$ cat config.mk
export PLATFORM = sky130hd
export DESIGN_NAME = ifu_fetch_ctrl
export DESIGN_NICKNAME = d
export VERILOG_FILES = /design/src/rtl/ifu_fetch_ctrl_pkg.sv /design/src/rtl/fetch_credit_ctr.sv /design/src/rtl/ifu_fetch_ctrl_chk.sv /design/src/rtl/ifu_fetch_ctrl.sv
export SDC_FILE = /design/constraint.sdc
export NUM_CORES = 1
export LEC_CHECK = 0
export CELL_PAD_IN_SITES_DETAIL_PLACEMENT = 1
export CELL_PAD_IN_SITES_GLOBAL_PLACEMENT = 2
export CORE_ASPECT_RATIO = 0.8
export CORE_MARGIN = 1.5
export CORE_UTILIZATION = 28
export CTS_CLUSTER_DIAMETER = 60
export DETAILED_ROUTE_END_ITERATION = 6
export GPL_TIMING_DRIVEN = 0
export HOLD_SLACK_MARGIN = 0.03
export PLACE_DENSITY = 0.89
export SLEW_MARGIN = 15
export SYNTH_ARGS = -nofsm -noshare
export SYNTH_HDL_FRONTEND = slang
export SYNTH_HIERARCHICAL = 1
export SYNTH_SLANG_ARGS = --single-unit
$ cat constraint.sdc
create_clock -name clock -period 11 [get_ports clock]
set_clock_uncertainty 0.05 [all_clocks]
set_input_delay 3.3 -clock clock [delete_from_list [all_inputs] [get_ports clock]]
set_output_delay 3.3 -clock clock [all_outputs]
set_load 0.005 [all_outputs]
$ cat src/rtl/ifu_fetch_ctrl_pkg.sv
// -----------------------------------------------------------------------------
// fetch_pkg
// Shared types and helpers for the instruction-fetch sequencer.
//   fetch_state_e : sequencer states (IDLE / RUN / DRAIN)
//   FETCH_BYTES   : size of one aligned fetch group in bytes
//   INST_BYTES    : size of one instruction in bytes
//   fetch_size()  : instructions left in the current fetch group for a PC
// -----------------------------------------------------------------------------
package fetch_pkg;

  typedef enum logic [1:0] {
    ST_IDLE  = 2'd0,
    ST_RUN   = 2'd1,
    ST_DRAIN = 2'd2
  } fetch_state_e;

  localparam int unsigned FETCH_BYTES = 16;
  localparam int unsigned INST_BYTES  = 4;

  // Number of instructions from pc up to the next fetch-group boundary (1..4).
  function automatic logic [2:0] fetch_size(input logic [31:0] pc);
    fetch_size = 3'((FETCH_BYTES - (pc % FETCH_BYTES)) / INST_BYTES);
  endfunction

endpackage

$ cat src/rtl/fetch_credit_ctr.sv
// -----------------------------------------------------------------------------
// fetch_credit_ctr
// Tracks outstanding I-cache requests and derives the issue credit.
// Ports:
//   clock, reset      : clock and synchronous active-low reset
//   i_inc             : a request fired this cycle
//   i_dec             : a response (kept or dropped) arrived this cycle
//   i_buf_count       : instruction-buffer occupancy in groups
//   o_inflight        : current outstanding count
//   o_inflight_nxt    : outstanding count after this cycle's updates
//   o_free            : IBUF_DEPTH - buf_count - inflight, 5-bit signed
//   o_can_issue       : free > 0 and inflight below MAX_INFLIGHT
// -----------------------------------------------------------------------------
module fetch_credit_ctr #(
  parameter int IBUF_DEPTH   = 6,
  parameter int MAX_INFLIGHT = 2
) (
  input  logic              clock,
  input  logic              reset,
  input  logic              i_inc,
  input  logic              i_dec,
  input  logic [3:0]        i_buf_count,
  output logic [2:0]        o_inflight,
  output logic [2:0]        o_inflight_nxt,
  output logic signed [4:0] o_free,
  output logic              o_can_issue
);

  localparam logic [4:0] DEPTH_5   = 5'(IBUF_DEPTH);
  localparam logic [2:0] MAX_INF_3 = 3'(MAX_INFLIGHT);

  logic [2:0]        r_inflight;
  logic [2:0]        w_inflight_nxt;
  logic signed [4:0] w_free;

  // Next outstanding count; a fire and a response in the same cycle cancel.
  always_comb begin
    w_inflight_nxt = r_inflight;
    if (i_inc && !i_dec) begin
      w_inflight_nxt = r_inflight + 3'd1;
    end else if (!i_inc && i_dec && (r_inflight != 3'd0)) begin
      // Underflow is a protocol error caught by the checker; hold at zero.
      w_inflight_nxt = r_inflight - 3'd1;
    end else begin
      w_inflight_nxt = r_inflight;
    end
  end

  // Outstanding-request counter register.
  always_ff @(posedge clock) begin
    if (!reset) begin
      r_inflight <= 3'd0;
    end else begin
      r_inflight <= w_inflight_nxt;
    end
  end

  // Credit: the buffer must have room for everything already requested.
  always_comb begin
    w_free      = DEPTH_5 - {1'b0, i_buf_count} - {2'b00, r_inflight};
    o_can_issue = (w_free > 5'sd0) && (r_inflight < MAX_INF_3);
  end

  assign o_inflight     = r_inflight;
  assign o_inflight_nxt = w_inflight_nxt;
  assign o_free         = w_free;

endmodule

$ cat src/rtl/ifu_fetch_ctrl_chk.sv
// -----------------------------------------------------------------------------
// ifu_fetch_ctrl_chk
// Protocol checker for the fetch sequencer (simulation only content).
// Ports:
//   clock, reset    : clock and synchronous active-low reset
//   i_enq_valid     : enqueue into the instruction buffer
//   i_buf_count     : buffer occupancy
//   i_resp_valid    : I-cache response
//   i_inflight      : outstanding request count
// -----------------------------------------------------------------------------
module ifu_fetch_ctrl_chk #(
  parameter int IBUF_DEPTH = 6
) (
  input logic       clock,
  input logic       reset,
  input logic       i_enq_valid,
  input logic [3:0] i_buf_count,
  input logic       i_resp_valid,
  input logic [2:0] i_inflight
);

  localparam logic [4:0] DEPTH_5 = 5'(IBUF_DEPTH);

  // Buffer overflow and unsolicited responses are never legal outside reset.
  always_ff @(posedge clock) begin
    if (reset) begin
      assert (!(i_enq_valid && ({1'b0, i_buf_count} >= DEPTH_5)))
        else $error("ifu_fetch_ctrl: enqueue while instruction buffer full");
      assert (!(i_resp_valid && (i_inflight == 3'd0)))
        else $error("ifu_fetch_ctrl: response with no request outstanding");
    end
  end

endmodule

$ cat src/rtl/ifu_fetch_ctrl.sv
// -----------------------------------------------------------------------------
// ifu_fetch_ctrl
// Fetch sequencer: issues 16-byte-aligned I-cache requests under a credit
// limit, forwards responses to the instruction buffer, and on a redirect
// flushes the buffer and discards stale responses before resuming.
// Ports:
//   clock, reset                        : clock, synchronous active-low reset
//   io_redirect_valid/target            : redirect request and new PC
//   io_req_valid/ready/bits_pc/bits_size: I-cache request channel
//   io_resp_valid/ready                 : I-cache response channel
//   io_buf_enq_valid, io_buf_count      : instruction-buffer enqueue / level
//   io_flush                            : instruction-buffer flush
//   io_inflight                         : outstanding request count (debug)
// Optional build macro IFU_FETCH_PERF_EN adds saturating counters
//   io_perf_stall (RUN cycles without credit) and io_perf_drop (dropped
//   responses).
// -----------------------------------------------------------------------------
module ifu_fetch_ctrl
  import fetch_pkg::*;
#(
  parameter int          IBUF_DEPTH   = 6,
  parameter int          MAX_INFLIGHT = 2,
  parameter logic [31:0] RESET_PC     = 32'h8000_0000
) (
  input  logic        clock,
  input  logic        reset,
  input  logic        io_redirect_valid,
  input  logic [31:0] io_redirect_target,
  output logic        io_req_valid,
  input  logic        io_req_ready,
  output logic [31:0] io_req_bits_pc,
  output logic [2:0]  io_req_bits_size,
  input  logic        io_resp_valid,
  output logic        io_resp_ready,
  output logic        io_buf_enq_valid,
  input  logic [3:0]  io_buf_count,
  output logic        io_flush,
  output logic [2:0]  io_inflight
`ifdef IFU_FETCH_PERF_EN
  ,
  output logic [31:0] io_perf_stall,
  output logic [31:0] io_perf_drop
`endif
);

  fetch_state_e      r_state;
  fetch_state_e      w_state_nxt;
  logic [31:0]       r_pc;
  logic [2:0]        w_inflight;
  logic [2:0]        w_inflight_nxt;
  logic signed [4:0] w_free;
  logic              w_can_issue;
  logic              w_run;
  logic              w_redirect;
  logic              w_req_fire;
  logic              w_drop;

  fetch_credit_ctr #(
    .IBUF_DEPTH   (IBUF_DEPTH),
    .MAX_INFLIGHT (MAX_INFLIGHT)
  ) u_credit (
    .clock          (clock),
    .reset          (reset),
    .i_inc          (w_req_fire),
    .i_dec          (io_resp_valid),
    .i_buf_count    (io_buf_count),
    .o_inflight     (w_inflight),
    .o_inflight_nxt (w_inflight_nxt),
    .o_free         (w_free),
    .o_can_issue    (w_can_issue)
  );

  // Handshake and flush decode from the current state.
  always_comb begin
    w_run            = (r_state == ST_RUN);
    // Redirects are ignored while IDLE.
    w_redirect       = io_redirect_valid && (r_state != ST_IDLE);
    io_req_valid     = w_run && w_can_issue && !io_redirect_valid;
    w_req_fire       = io_req_valid && io_req_ready;
    io_buf_enq_valid = w_run && !io_redirect_valid && io_resp_valid;
    io_flush         = w_redirect;
    w_drop           = io_resp_valid &&
                       ((r_state == ST_DRAIN) || (w_run && io_redirect_valid));
    io_resp_ready    = 1'b1;
    io_req_bits_pc   = r_pc;
    io_req_bits_size = fetch_size(r_pc);
    io_inflight      = w_inflight;
  end

  // Next-state logic; leaving DRAIN waits for the last stale response.
  always_comb begin
    w_state_nxt = r_state;
    case (r_state)
      ST_IDLE: begin
        w_state_nxt = ST_RUN;
      end
      ST_RUN: begin
        if (io_redirect_valid) begin
          w_state_nxt = (w_inflight_nxt == 3'd0) ? ST_RUN : ST_DRAIN;
        end else begin
          w_state_nxt = ST_RUN;
        end
      end
      ST_DRAIN: begin
        w_state_nxt = (w_inflight_nxt == 3'd0) ? ST_RUN : ST_DRAIN;
      end
      default: begin
        w_state_nxt = ST_IDLE;
      end
    endcase
  end

  // State register.
  always_ff @(posedge clock) begin
    if (!reset) begin
      r_state <= ST_IDLE;
    end else begin
      r_state <= w_state_nxt;
    end
  end

  // Fetch PC: redirect target wins, otherwise advance to the next group.
  always_ff @(posedge clock) begin
    if (!reset) begin
      r_pc <= RESET_PC;
    end else if (w_redirect) begin
      r_pc <= io_redirect_target & ~32'd3;
    end else if (w_req_fire) begin
      r_pc <= {r_pc[31:4] + 28'd1, 4'h0};
    end else begin
      r_pc <= r_pc;
    end
  end

`ifdef IFU_FETCH_PERF_EN
  logic [31:0] r_perf_stall;
  logic [31:0] r_perf_drop;

  // Saturating performance counters.
  always_ff @(posedge clock) begin
    if (!reset) begin
      r_perf_stall <= 32'd0;
      r_perf_drop  <= 32'd0;
    end else begin
      if (w_run && (w_free <= 5'sd0) && (r_perf_stall != 32'hFFFF_FFFF)) begin
        r_perf_stall <= r_perf_stall + 32'd1;
      end else begin
        r_perf_stall <= r_perf_stall;
      end
      if (w_drop && (r_perf_drop != 32'hFFFF_FFFF)) begin
        r_perf_drop <= r_perf_drop + 32'd1;
      end else begin
        r_perf_drop <= r_perf_drop;
      end
    end
  end

  assign io_perf_stall = r_perf_stall;
  assign io_perf_drop  = r_perf_drop;
`else
  logic w_drop_unused;
  assign w_drop_unused = w_drop;
`endif

  ifu_fetch_ctrl_chk #(
    .IBUF_DEPTH (IBUF_DEPTH)
  ) u_chk (
    .clock        (clock),
    .reset        (reset),
    .i_enq_valid  (io_buf_enq_valid),
    .i_buf_count  (io_buf_count),
    .i_resp_valid (io_resp_valid),
    .i_inflight   (w_inflight)
  );

endmodule

==> results list <==
- Post-CTS Setup Repair Bufs: 0
* Count of boundary I/O pins: 83
* Run status: finished, final reports clean
- Startpoint-to-endpoint class of the critical path: input port to primary output
- Part of the Yosys area used for sequential elements: 28.1%
* Clock transition at path regs: 80 ps
* Core area: 0.00856 mm²
- Fraction of power consumed by sequential logic: 36.7%
* Asr flop ratio synth: 0%
- Final-report hold violation count: 0
- Number of DRC markers in iteration 0: 205
* Synth cell types: 62
- Timing analysis after detailed placement gives a worst setup slack of 1420 ps.
- The biggest area contributor in the post-synthesis netlist is sky130_fd_sc_hd__dfxtp_1.
- Clock share of power: 21.2%
- Number of synthesized flops with an enable pin: 0
- Dividing the synthesized area by the synthesized cell count gives 7.97 µm².
- After synthesis, the largest family of logic cells by area is simple AND/OR/NAND/NOR gates.
- Transition time at the pin with the least slew margin: 1020 ps
- Leaving out filler cells and counting taps, the final layout contains 510.
- The first global-routing pass estimated 14300 µm of wire.
* Internal power summed over all cells: 0.322 mW
- The final critical path takes up 86.7% of the cycle.
- The initial utilization of the core area, before any placement, comes to 29.2%.
* Height of the die: 87.5 µm
- The largest individual stage delay along the critical path comes from the cell sky130_fd_sc_hd__nor4_1.
- Setup violations remaining at the end of the flow were counted as 0.
* Primary flip-flop cell chosen by synthesis mapping: sky130_fd_sc_hd__dfxtp_1
- Post-detailed-route wirelength per cell: 17.2 µm
- The die is 109 µm wide.
- STA classifies the critical path endpoint as a primary output.
- The via count of the first global-routing pass is 2795.
- TritonCTS clock tree: built
- After detailed placement, the design holds a cell count of 502.
- Wires add up to 8790 µm.
- Of all nets on the critical path, the largest fanout is 4.
* Fmax: 105 MHz
- Total power density per cell area: 146 mW/mm²
* Total of buffers placed on input and output ports: 76
- Summed over all cells, the static leakage comes to 1.25 nW.
- The clock period could shrink to 9530 ps.
* Arrival time of the worst setup path: 6180 ps
* Path category of the worst min-delay check: register to register
- Counting along the longest clock path gives a buffer depth of 2.
- Total number of yosys warnings: 6
- Drt via density: 5.46
* Total grt overflow: 0
- Pins Over Slew Limit: 0
- The portion of synthesized area spent on multiplexers is 0.451%.
- GP Congestion: 0.843
- IR analysis of the VDD net gives a maximum drop of 0.0000618 V.
- Layout cell share with drive strength beyond 1: 7.79%
* Clock root buffer: sky130_fd_sc_hd__clkbuf_8
* HPWL Detailed: 6720 µm
* Worst path buffer plus inverter count: 3
- Synthesized netlist cell count: 313
* Ordered list of cells on the worst path: clkdlybuf4s50_1, inv_1, ha_1, ha_1, fa_1, xor2_1, nor4_1, nor4_1, and2_1, clkdlybuf4s50_1
- Clock tree synthesis inserted a total of 5 buffers.
- CTS Sinks: 35
- Relative to the synthesized area, the layout overhead comes to 40.3%.
- Of the total synthesized cell area, the portion taken by AND, OR, NAND and NOR gates is 30.5%.
* Max_cap viols: 0
- Number of antenna violations at the first check in global routing: 0
* Total of cells resized after clock tree synthesis: 0
- RSZ-0062 raised after global routing: no
- The clock tree synthesis step divided the H-tree into 2 levels.
- Data required time of the worst path: 7650 ps
- Summing the areas of all compound-gate instances in the mapped netlist gives 23.3% of the synthesized area.
- Across every metal layer, demand over resource in global routing totals 19.3%.
- Top Family by Delay on Critical Path: buffers and inverters
- Post-layout util: 40.9%
* Slowest Stage Delay on Critical Path: 560 ps
- The pre-antenna-repair detailed-routing pass consisted of 4 iterations.
- The worst setup path is launched from an input port.
* Logic pwr share: 42.1%
- Drc violations: 0
- Detailed routing inserted a total of 2783 vias.
- In this run the core area contains 30 standard-cell rows.
- The count of nets left with antenna violations once routing finished came out at 0.
- Die Outline Area: 0.00949 mm²
* Switching part of the total: 37.0%
* Synth Area in Adders: 6.32%
* Xor/xnor cell area share of the yosys netlist: 3.16%
- Ranking of synthesized cells by area: sky130_fd_sc_hd__dfxtp_1 (28%), sky130_fd_sc_hd__ha_1 (5.5%), sky130_fd_sc_hd__nand3_1 (3.8%)
- Entering global routing, the biggest net connects 13 pins.
- Summed over all nets, the switching power comes to 0.189 mW.
* Synthesized cell area: 0.00250 mm²
- The final layout contains 450 nets.
* CTS hold repair buffers: 0
- Max_slew headroom: 31.4%
- In the final timing run, aggregate negative setup slack is 0 ps.
- Fraction of post-synthesis cell area in the top cell type by area: 28.1%
* Number of antenna repair diodes: 0
* Clk_lat worst skew: 290 ps
- Worst path setup slack after routing: 1470 ps
- After synthesis the netlist holds a flip-flop and latch count of 35.
metal layers:
layer  GRT usage, %  share of wire (%)
met5              0                  0
met4           3.35               0.58
met3           2.99                7.6
met2           30.7                 44
met1           27.9                 48
registers in the layout, summed over array words and instances (netlist names):
name                 cells
io_req_bits_pc          30
r_state                  2
u_credit/o_inflight      3
worst min-delay path, delay by kind of cell (launching register included):
kind / cells / cell delay (ps)
AO/OA/AOI/OAI: 1 / 80
flip-flops: 1 / 360
AND/OR/NAND/NOR: 1 / 80
cells in the final DEF, fill, tap and decap left out, types with 2 or more instances in the layout:
cell | netlist | routed
sky130_fd_sc_hd__o31ai_1 | 4 | 4
sky130_fd_sc_hd__a21oi_1 | 11 | 11
sky130_fd_sc_hd__clkbuf_1 | 13 | 14
sky130_fd_sc_hd__or3_1 | 4 | 4
sky130_fd_sc_hd__and3_1 | 6 | 6
sky130_fd_sc_hd__nand4_1 | 8 | 8
sky130_fd_sc_hd__o21ai_0 | 17 | 17
sky130_fd_sc_hd__clkdlybuf4s50_1 | 0 | 76
sky130_fd_sc_hd__nor3_1 | 6 | 6
sky130_fd_sc_hd__o221ai_1 | 2 | 2
sky130_fd_sc_hd__or4_1 | 7 | 7
sky130_fd_sc_hd__and4_2 | 2 | 2
sky130_fd_sc_hd__nand2b_1 | 2 | 2
sky130_fd_sc_hd__a22oi_1 | 4 | 4
sky130_fd_sc_hd__nand2_1 | 24 | 24
sky130_fd_sc_hd__inv_1 | 19 | 19
sky130_fd_sc_hd__nor2b_1 | 4 | 4
sky130_fd_sc_hd__ha_1 | 11 | 11
sky130_fd_sc_hd__nand3_1 | 19 | 19
sky130_fd_sc_hd__nand3b_1 | 4 | 4
sky130_fd_sc_hd__buf_4 | 4 | 4
sky130_fd_sc_hd__or4_2 | 3 | 3
sky130_fd_sc_hd__o211ai_1 | 7 | 7
sky130_fd_sc_hd__o311a_1 | 3 | 3
sky130_fd_sc_hd__nor2_1 | 13 | 13
sky130_fd_sc_hd__and4_1 | 5 | 5
sky130_fd_sc_hd__clkbuf_8 | 1 | 8
sky130_fd_sc_hd__o211a_1 | 2 | 2
sky130_fd_sc_hd__o311ai_0 | 2 | 2
sky130_fd_sc_hd__and2_1 | 8 | 8
sky130_fd_sc_hd__dfxtp_1 | 35 | 35
sky130_fd_sc_hd__a311oi_1 | 3 | 3
sky130_fd_sc_hd__a31oi_1 | 10 | 10
sky130_fd_sc_hd__xor2_1 | 8 | 8
sky130_fd_sc_hd__a31o_2 | 3 | 3
sky130_fd_sc_hd__conb_1 | 2 | 3
sky130_fd_sc_hd__o31a_1 | 3 | 3
sky130_fd_sc_hd__a211oi_1 | 3 | 3
sky130_fd_sc_hd__nor3b_1 | 3 | 3
sky130_fd_sc_hd__nor4_1 | 5 | 5
path summary, 6_finish.rpt:
check	slack [ps]	start	cells after the start	endpoint
setup / recovery	1470	io_buf_count[1]	10	io_req_valid
hold / removal	510	io_req_bits_pc[5]$_SDFFE_PN0P_	2	io_req_bits_pc[5]$_SDFFE_PN0P_
setup reg to reg	6470	u_credit/o_inflight[1]$_SDFF_PN0_	16	r_state[0]$_SDFF_PN0_
hold reg to reg	510	io_req_bits_pc[5]$_SDFFE_PN0P_	2	io_req_bits_pc[5]$_SDFFE_PN0P_
cell usage after synthesis (2+ instances only):
cell,n
sky130_fd_sc_hd__nor3b_1,3
sky130_fd_sc_hd__and3_1,6
sky130_fd_sc_hd__o31a_1,3
sky130_fd_sc_hd__inv_1,19
sky130_fd_sc_hd__nor3_1,6
sky130_fd_sc_hd__a22oi_1,4
sky130_fd_sc_hd__o311ai_0,2
sky130_fd_sc_hd__or3_1,4
sky130_fd_sc_hd__a31o_2,3
sky130_fd_sc_hd__ha_1,11
sky130_fd_sc_hd__nor2b_1,4
sky130_fd_sc_hd__and2_1,8
sky130_fd_sc_hd__o31ai_1,4
sky130_fd_sc_hd__buf_4,4
sky130_fd_sc_hd__o311a_1,3
sky130_fd_sc_hd__and4_2,2
sky130_fd_sc_hd__nand3b_1,4
sky130_fd_sc_hd__a21oi_1,11
sky130_fd_sc_hd__conb_1,2
sky130_fd_sc_hd__nor4_1,5
sky130_fd_sc_hd__dfxtp_1,35
sky130_fd_sc_hd__nand4_1,8
sky130_fd_sc_hd__and4_1,5
sky130_fd_sc_hd__xor2_1,8
sky130_fd_sc_hd__nand2_1,24
sky130_fd_sc_hd__clkbuf_1,13
sky130_fd_sc_hd__o211a_1,2
sky130_fd_sc_hd__or4_1,7
sky130_fd_sc_hd__a211oi_1,3
sky130_fd_sc_hd__a311oi_1,3
sky130_fd_sc_hd__o21ai_0,17
sky130_fd_sc_hd__o221ai_1,2
sky130_fd_sc_hd__a31oi_1,10
sky130_fd_sc_hd__nand2b_1,2
sky130_fd_sc_hd__or4_2,3
sky130_fd_sc_hd__nor2_1,13
sky130_fd_sc_hd__nand3_1,19
sky130_fd_sc_hd__o211ai_1,7
power by group through the flow:
stage | registers [mW] | clock network [mW] | logic (mW)
after CTS | 0.187 | 0.110 | 0.216
after global routing | 0.192 | 0.116 | 0.239
final | 0.187 | 0.108 | 0.215
after floorplan | 0.182 | 0 | 0.115
after global placement | 0.188 | 0 | 0.209
after detailed placement | 0.189 | 0 | 0.214
area by class of cell:
class                           count  area, µm²
Fill cell                        1073       5060
Multi-Input combinational cell    237       1600
Timing Repair Buffer               76        761
Sequential cell                    35        701
Tap cell                          112        140
Buffer                             23        126
Clock buffer                        8        100
Inverter                           19       71.3
logic make-up after synthesis:
logic type | after synthesis
AOI/OAI and AO/OA | 83
xor gates and xnor gates | 9
adders and majority gates | 12
buffers and inverters | 42
DFF | 35
muxes | 1
other | 2
and+or+nand+nor | 129
per-stage QoR:
step / hold WS (ps) / instance area (µm²) / total power [mW]
2_1_floorplan: 457 / 2500 / 0.296
3_3_place_gp: 483 / 3400 / 0.398
3_5_place_dp: 497 / 3400 / 0.404
4_1_cts: 511 / 3500 / 0.513
5_1_grt: 561 / 3500 / 0.547
6_report: 514 / 3500 / 0.510
Note: power is estimated with default switching activity, not from simulation.
==> patch 1, RTL diff (config.mk and constraints unchanged) <==
Build with the macro `IFU_FETCH_PERF_EN` defined.
--- a/src/rtl/ifu_fetch_ctrl.sv
+++ b/src/rtl/ifu_fetch_ctrl.sv
@@ -17,2 +17,4 @@
 // -----------------------------------------------------------------------------
+`define IFU_FETCH_PERF_EN
+
 module ifu_fetch_ctrl
Check against the original RTL (old outputs only; new: io_perf_drop and io_perf_stall): equivalent (Yosys induction, for registers that start in step).
==> patch 1 against the original RTL <==
- final area is 110% higher
- sequential cell count is 64 higher
- routed wire length is 110% higher
- area after synthesis is 110% higher
- power is 78% higher
- via count is 96% higher
- worst setup slack worse by 0.070 ns
- sequential share of layout area is 6.9 points higher
==> patch 1: results (changes against the original RTL) <==
Sequential fraction of the synthesis area = 37.3% (was 28.1%)
Routability cong. = 0.800 (was 0.843)
IO buf count = 141 (was 76)
Vias = 5,456 (was 2,783)
Largest net degree at the start of global routing = 15 (was 13)
Overall Global Routing Usage = 19.0% (was 19.3%)
DP Area = 7050 um^2 (was 3400 um^2)
Reg clk slew, reported paths = 0.06 ns (was 0.08 ns)
Pre-CTS WS = 1.36 ns (was 1.42 ns)
First-pass GRT wire length = 29,900 um (was 14,300 um)
Worst skew pair latency = 0.35 ns (was 0.29 ns)
Via-to-Cell Ratio = 5.19 (was 5.46)
Mux share of post-synthesis cell area = 0.777% (was 0.451%)
CTS root buf = clkbuf_16 (was clkbuf_8)
Number of placed cells counting well taps = 1,037 (was 502)
Final-stage net count = 850 (was 450)
Layout cells sized above 1 = 4.64% (was 7.79%)
Setup Buffers After CTS = 0 (unchanged)
Post-DP HPWL = 13,800 um (was 6720 um)
Fraction of the mapped netlist area in adder cells = 3.44% (was 6.32%)
LEAKAGE = 2.37 nW (was 1.25 nW)
Worst Tran Pin Value = 1.06 ns (was 1.02 ns)
Vias in the first global route = 5,416 (was 2,795)
DR iter-0 viols = 244 (was 205)
Fin util = 40.0% (was 40.9%)
Slowest stage delay, CP = 0.53 ns (was 0.56 ns)
Status = finished, final reports clean (unchanged)
Fill cell count = 2,225 (was 1,073)
Yosys warning total = 6 (unchanged)
TritonRoute pass-1 iters = 4 (unchanged)
CP max-delay cell = clkdlybuf4s50_1 (was nor4_1)
Most frequent cells after synthesis = dfxtp_1 (99), a21oi_1 (55), nand2_1 (46), o21ai_0 (46), nor2_1 (38) (was dfxtp_1 (35), nand2_1 (24), inv_1 (19), nand3_1 (19), o21ai_0 (17))
CP top delay family = buffers and inverters (unchanged)
CTS max path bufs = 2 (unchanged)
H-tree levels = 3 (was 2)
XOR/XNOR Fraction of Synth Area = 7.25% (was 3.16%)
Hold Vio Cnt, Final = 0 (unchanged)
Num CTS Buffers = 9 (was 5)
Synth Flop Type = dfxtp_1 (unchanged)
Top cells by area, synth = dfxtp_1 (37%), a21oi_1 (5.2%), o21ai_0 (4.3%), xnor2_1 (4.0%), or3_1 (3.4%) (was dfxtp_1 (28%), ha_1 (5.5%), nand3_1 (3.8%), nand2_1 (3.6%), o21ai_0 (3.4%))
Compound-Gate Fraction of Synth Area = 17.8% (was 23.3%)
Syn_area_per_cell = 8.28 um^2 (was 7.97 um^2)
Post-synthesis cell type count = 60 (was 62)
Crit-path max FO = 6 (was 4)
Worst Path Arrival = 6.25 ns (was 6.18 ns)
Worst VDD drop = 0.0000579 V (was 0.0000618 V)
Post-Route WL = 18,400 um (was 8790 um)
-- patch 1: cell count changes after synthesis, sizes merged, moves of 20 or more --
cell and delta:
dfxtp +64, a21oi +44, o21ai +28, nor2 +25
or3 +24, xnor2 +23, nand2 +22, nand4 +20
-- patch 1: cell families after synthesis --
family | after synthesis
xor gates and xnor gates | 44
buffers and inverters | 54
and+or+nand+nor | 268
other | 2
muxes | 4
AOI/OAI and AO/OA | 157
DFF | 99
adders and majority gates | 14
-- patch 1: area by class of cell --
class                           count  share of cell area, %
Multi-Input combinational cell    490                   42.1
Sequential cell                    99                   26.9
Clock buffer                       12                   3.48
Inverter                           22                   1.12
Clock inverter                      2                  0.816
Buffer                             32                   2.09
Timing Repair Buffer              141                   19.2
Tap cell                          253                   4.30
-- patch 1: worst register-to-register path, delay by kind of cell, from the launching register on --
kind | cells | cell delay, ns
simple gates | 9 | 1.82
fa+ha+maj | 3 | 0.89
buf+inv | 3 | 0.53
flops | 1 | 0.39
compound gates | 1 | 0.24
xor+xnor | 1 | 0.20
-- patch 1: final timing paths --
kind | cells past startpoint | slack, ns | startpoint | end
max | 11 | 1.40 | io_buf_count[1] | io_req_valid
min | 2 | 0.46 | io_perf_drop[31] | io_perf_drop[31]
max reg2reg | 17 | 6.84 | u_credit/o_inflight[1] | r_state[0]
min reg2reg | 2 | 0.46 | io_perf_drop[31] | io_perf_drop[31]
-- patch 1: metal layers --
metal	global-route usage [%]	share of wire, %
met4	6.33	2.4
met3	3.37	3.4
met5	0	0
met1	27.4	50
met2	28.5	44
-- patch 1: power by group --
group          internal, mW  switching (mW)
logic                0.0816          0.0762
registers             0.377          0.0252
clock network         0.210           0.140
==> patch 2, RTL diff (config.mk and constraints unchanged) <==
Made on the original files. Re-encode `fetch_state_e` (3 states) as one-hot, 3 bits wide.
--- a/src/rtl/ifu_fetch_ctrl_pkg.sv
+++ b/src/rtl/ifu_fetch_ctrl_pkg.sv
@@ -10,6 +10,6 @@
 
-  typedef enum logic [1:0] {
-    ST_IDLE  = 2'd0,
-    ST_RUN   = 2'd1,
-    ST_DRAIN = 2'd2
+  typedef enum logic [2:0] {
+    ST_IDLE  = 3'b001,
+    ST_RUN   = 3'b010,
+    ST_DRAIN = 3'b100
   } fetch_state_e;
Check against the original RTL: same outputs for any inputs over 4 cycles, from zero or initial values and one cycle with reset low; so few cycles prove little.
==> patch 2 against the original RTL <==
- non-clock buffer count is the same
- via count about the same
- largest power group unchanged
- global-route usage is 0.36 points lower
- routed wire length down 2.7%
- power up 13%
- sequential cell count is 1 higher
- worst setup slack worse by 0.10 ns
- sequential power increased by 14%
- final area shrank 0.68%
- critical endpoint unchanged
- first-iteration DRC count down 56%
- worst hold slack got worse by 0.062 ns
- area after synthesis decreased by 0.80%
- combinational power increased by 19%
==> patch 2: results (changes against the original RTL) <==
Reg clk slew, reported paths = 0.08 ns (about the same)
Reg2Reg Depth = 14 (was 16)
Yosys warning total = 6 (unchanged)
Status = finished, final reports clean (unchanged)
Crit-path max FO = 6 (was 4)
LEAKAGE = 1.21 nW (was 1.25 nW)
Worst skew pair latency = 0.31 ns (was 0.29 ns)
TritonRoute pass-1 iters = 4 (unchanged)
Sequential fraction of the synthesis area = 29.1% (was 28.1%)
Post-synthesis cell type count = 53 (was 62)
Layout cells sized above 1 = 5.54% (was 7.79%)
Critical path destination = io_req_valid (unchanged)
Worst Path Arrival = 6.28 ns (was 6.18 ns)
Ys async rst share = 0% (unchanged)
Worst VDD drop = 0.0000581 V (was 0.0000618 V)
Nature of the critical path startpoint = input port (unchanged)
WL/cell = 16.8 um (was 17.2 um)
Num CTS Buffers = 5 (unchanged)
First-pass GRT wire length = 14,000 um (was 14,300 um)
Synth Flop Type = dfxtp_1 (unchanged)
IO buf count = 76 (unchanged)
Top cells by area, synth = dfxtp_1 (29%), nand3_1 (7.7%), ha_1 (5.6%), a211oi_1 (5.2%), nand4_1 (4.8%) (was dfxtp_1 (28%), ha_1 (5.5%), nand3_1 (3.8%), nand2_1 (3.6%), o21ai_0 (3.4%))
DR iter-0 viols = 91 (was 205)
CTS max path bufs = 2 (unchanged)
Final-stage net count = 449 (was 450)
Max FFs per register = 30 (unchanged)
Overall Global Routing Usage = 19.0% (was 19.3%)
Hold/Removal Path Class = flop to flop (unchanged)
Critical Path Start = io_buf_count[1] (unchanged)
Post-DP HPWL = 6530 um (was 6720 um)
Fill cell count = 1,040 (was 1,073)
Initial antenna violation count = 0 (unchanged)
Reg-to-reg startpoint = u_credit/o_inflight[1] (unchanged)
Max transition margin = 42.0% (was 31.4%)
Post-CTS Resized = 0 (unchanged)
Largest net degree at the start of global routing = 13 (unchanged)
Setup Buffers After CTS = 0 (unchanged)
Most frequent cells after synthesis = nand3_1 (38), dfxtp_1 (36), nand2_1 (19), nand4_1 (19) (was dfxtp_1 (35), nand2_1 (24), inv_1 (19), nand3_1 (19), o21ai_0 (17))
Routability cong. = 0.880 (was 0.843)
FF-to-FF End = r_state[2] (was r_state[0])
R2R setup slack = 6.83 ns (was 6.47 ns)
Via-to-Cell Ratio = 5.47 (was 5.46)
Vias in the first global route = 2,757 (was 2,795)
# diodes = 0 (unchanged)
==> patch 2: worst min-delay path by stage <==
stage                            startpoint  cells past startpoint  slack (ns)           endpoint
after floorplan           io_req_bits_pc[3]                      2        0.43  io_req_bits_pc[3]
after global placement    io_req_bits_pc[3]                      2        0.43  io_req_bits_pc[3]
after detailed placement  io_req_bits_pc[3]                      2        0.44  io_req_bits_pc[3]
after CTS                 io_req_bits_pc[3]                      2        0.46  io_req_bits_pc[3]
after global routing      io_req_bits_pc[3]                      2        0.47  io_req_bits_pc[3]
final                     io_req_bits_pc[3]                      2        0.45  io_req_bits_pc[3]
==> patch 2: critical path, stage by stage <==
cell and delay, ns:
clkdlybuf4s50_1 0.46, inv_1 0.04, ha_1 0.29, ha_1 0.23, fa_1 0.38, xor2_1 0.14, nor4_1 0.06, nor4_1 0.65
and2_1 0.23, clkdlybuf4s50_1 0.49
==> patch 2: stage by stage <==
stage,instances,hold WS (ns),total power [mW],instance area [um^2],setup slack (ns)
after floorplan,313,0.427,0.340,2480,2.65
after global placement,501,0.429,0.465,3380,1.44
after detailed placement,501,0.443,0.473,3380,1.37
after CTS,509,0.457,0.582,3480,1.37
after global routing,509,0.473,0.624,3480,1.21
final,509,0.452,0.576,3480,1.37
==> patch 2: final cells by class <==
class / instances / area (um^2) / share of cell area, %
flip-flops and latches: 36 / 721 / 20.7
plain buffers: 23 / 104 / 2.99
well taps: 112 / 140 / 4.03
repair buffers: 76 / 761 / 21.9
clock buffers: 6 / 82.6 / 2.37
clock inverters: 2 / 13.8 / 0.396
multi-input cells: 240 / 1600 / 46.1
inverters: 14 / 52.6 / 1.51
==> patch 2: where the power goes <==
| group | switching (mW) | leakage, nW | internal, mW |
|---|---|---|---|
| clock | 0.0556 | 0.0516 | 0.0513 |
| sequential | 0.0506 | 0.296 | 0.164 |
| combinational | 0.122 | 0.862 | 0.133 |
==> patch 2: metal layers <==
| metal | share of wire, % | up-vias | track usage [%] |
|---|---|---|---|
| li1 | - | 1352 | - |
| met1 | 49 | 1368 | 26.2 |
| met2 | 46 | 53 | 30.8 |
| met5 | 0 | - | 0 |
| met3 | 4.4 | 9 | 2.84 |
| met4 | 1.3 | 0 | 5.14 |
==> patch 2: cells by family (layout without fill, tap and decap cells) <==
| logic type | count (synthesis) | count (layout) | share of synthesized area [%] |
|---|---|---|---|
| adders and majority gates | 12 | 12 | 6.37 |
| DFF | 36 | 36 | 29.1 |
| buffers and inverters | 37 | 121 | 6.32 |
| and+or+nand+nor | 145 | 145 | 33.6 |
| AOI/OAI and AO/OA | 69 | 69 | 20.5 |
| other | 2 | 3 | 0.303 |
| xor gates and xnor gates | 11 | 11 | 3.89 |
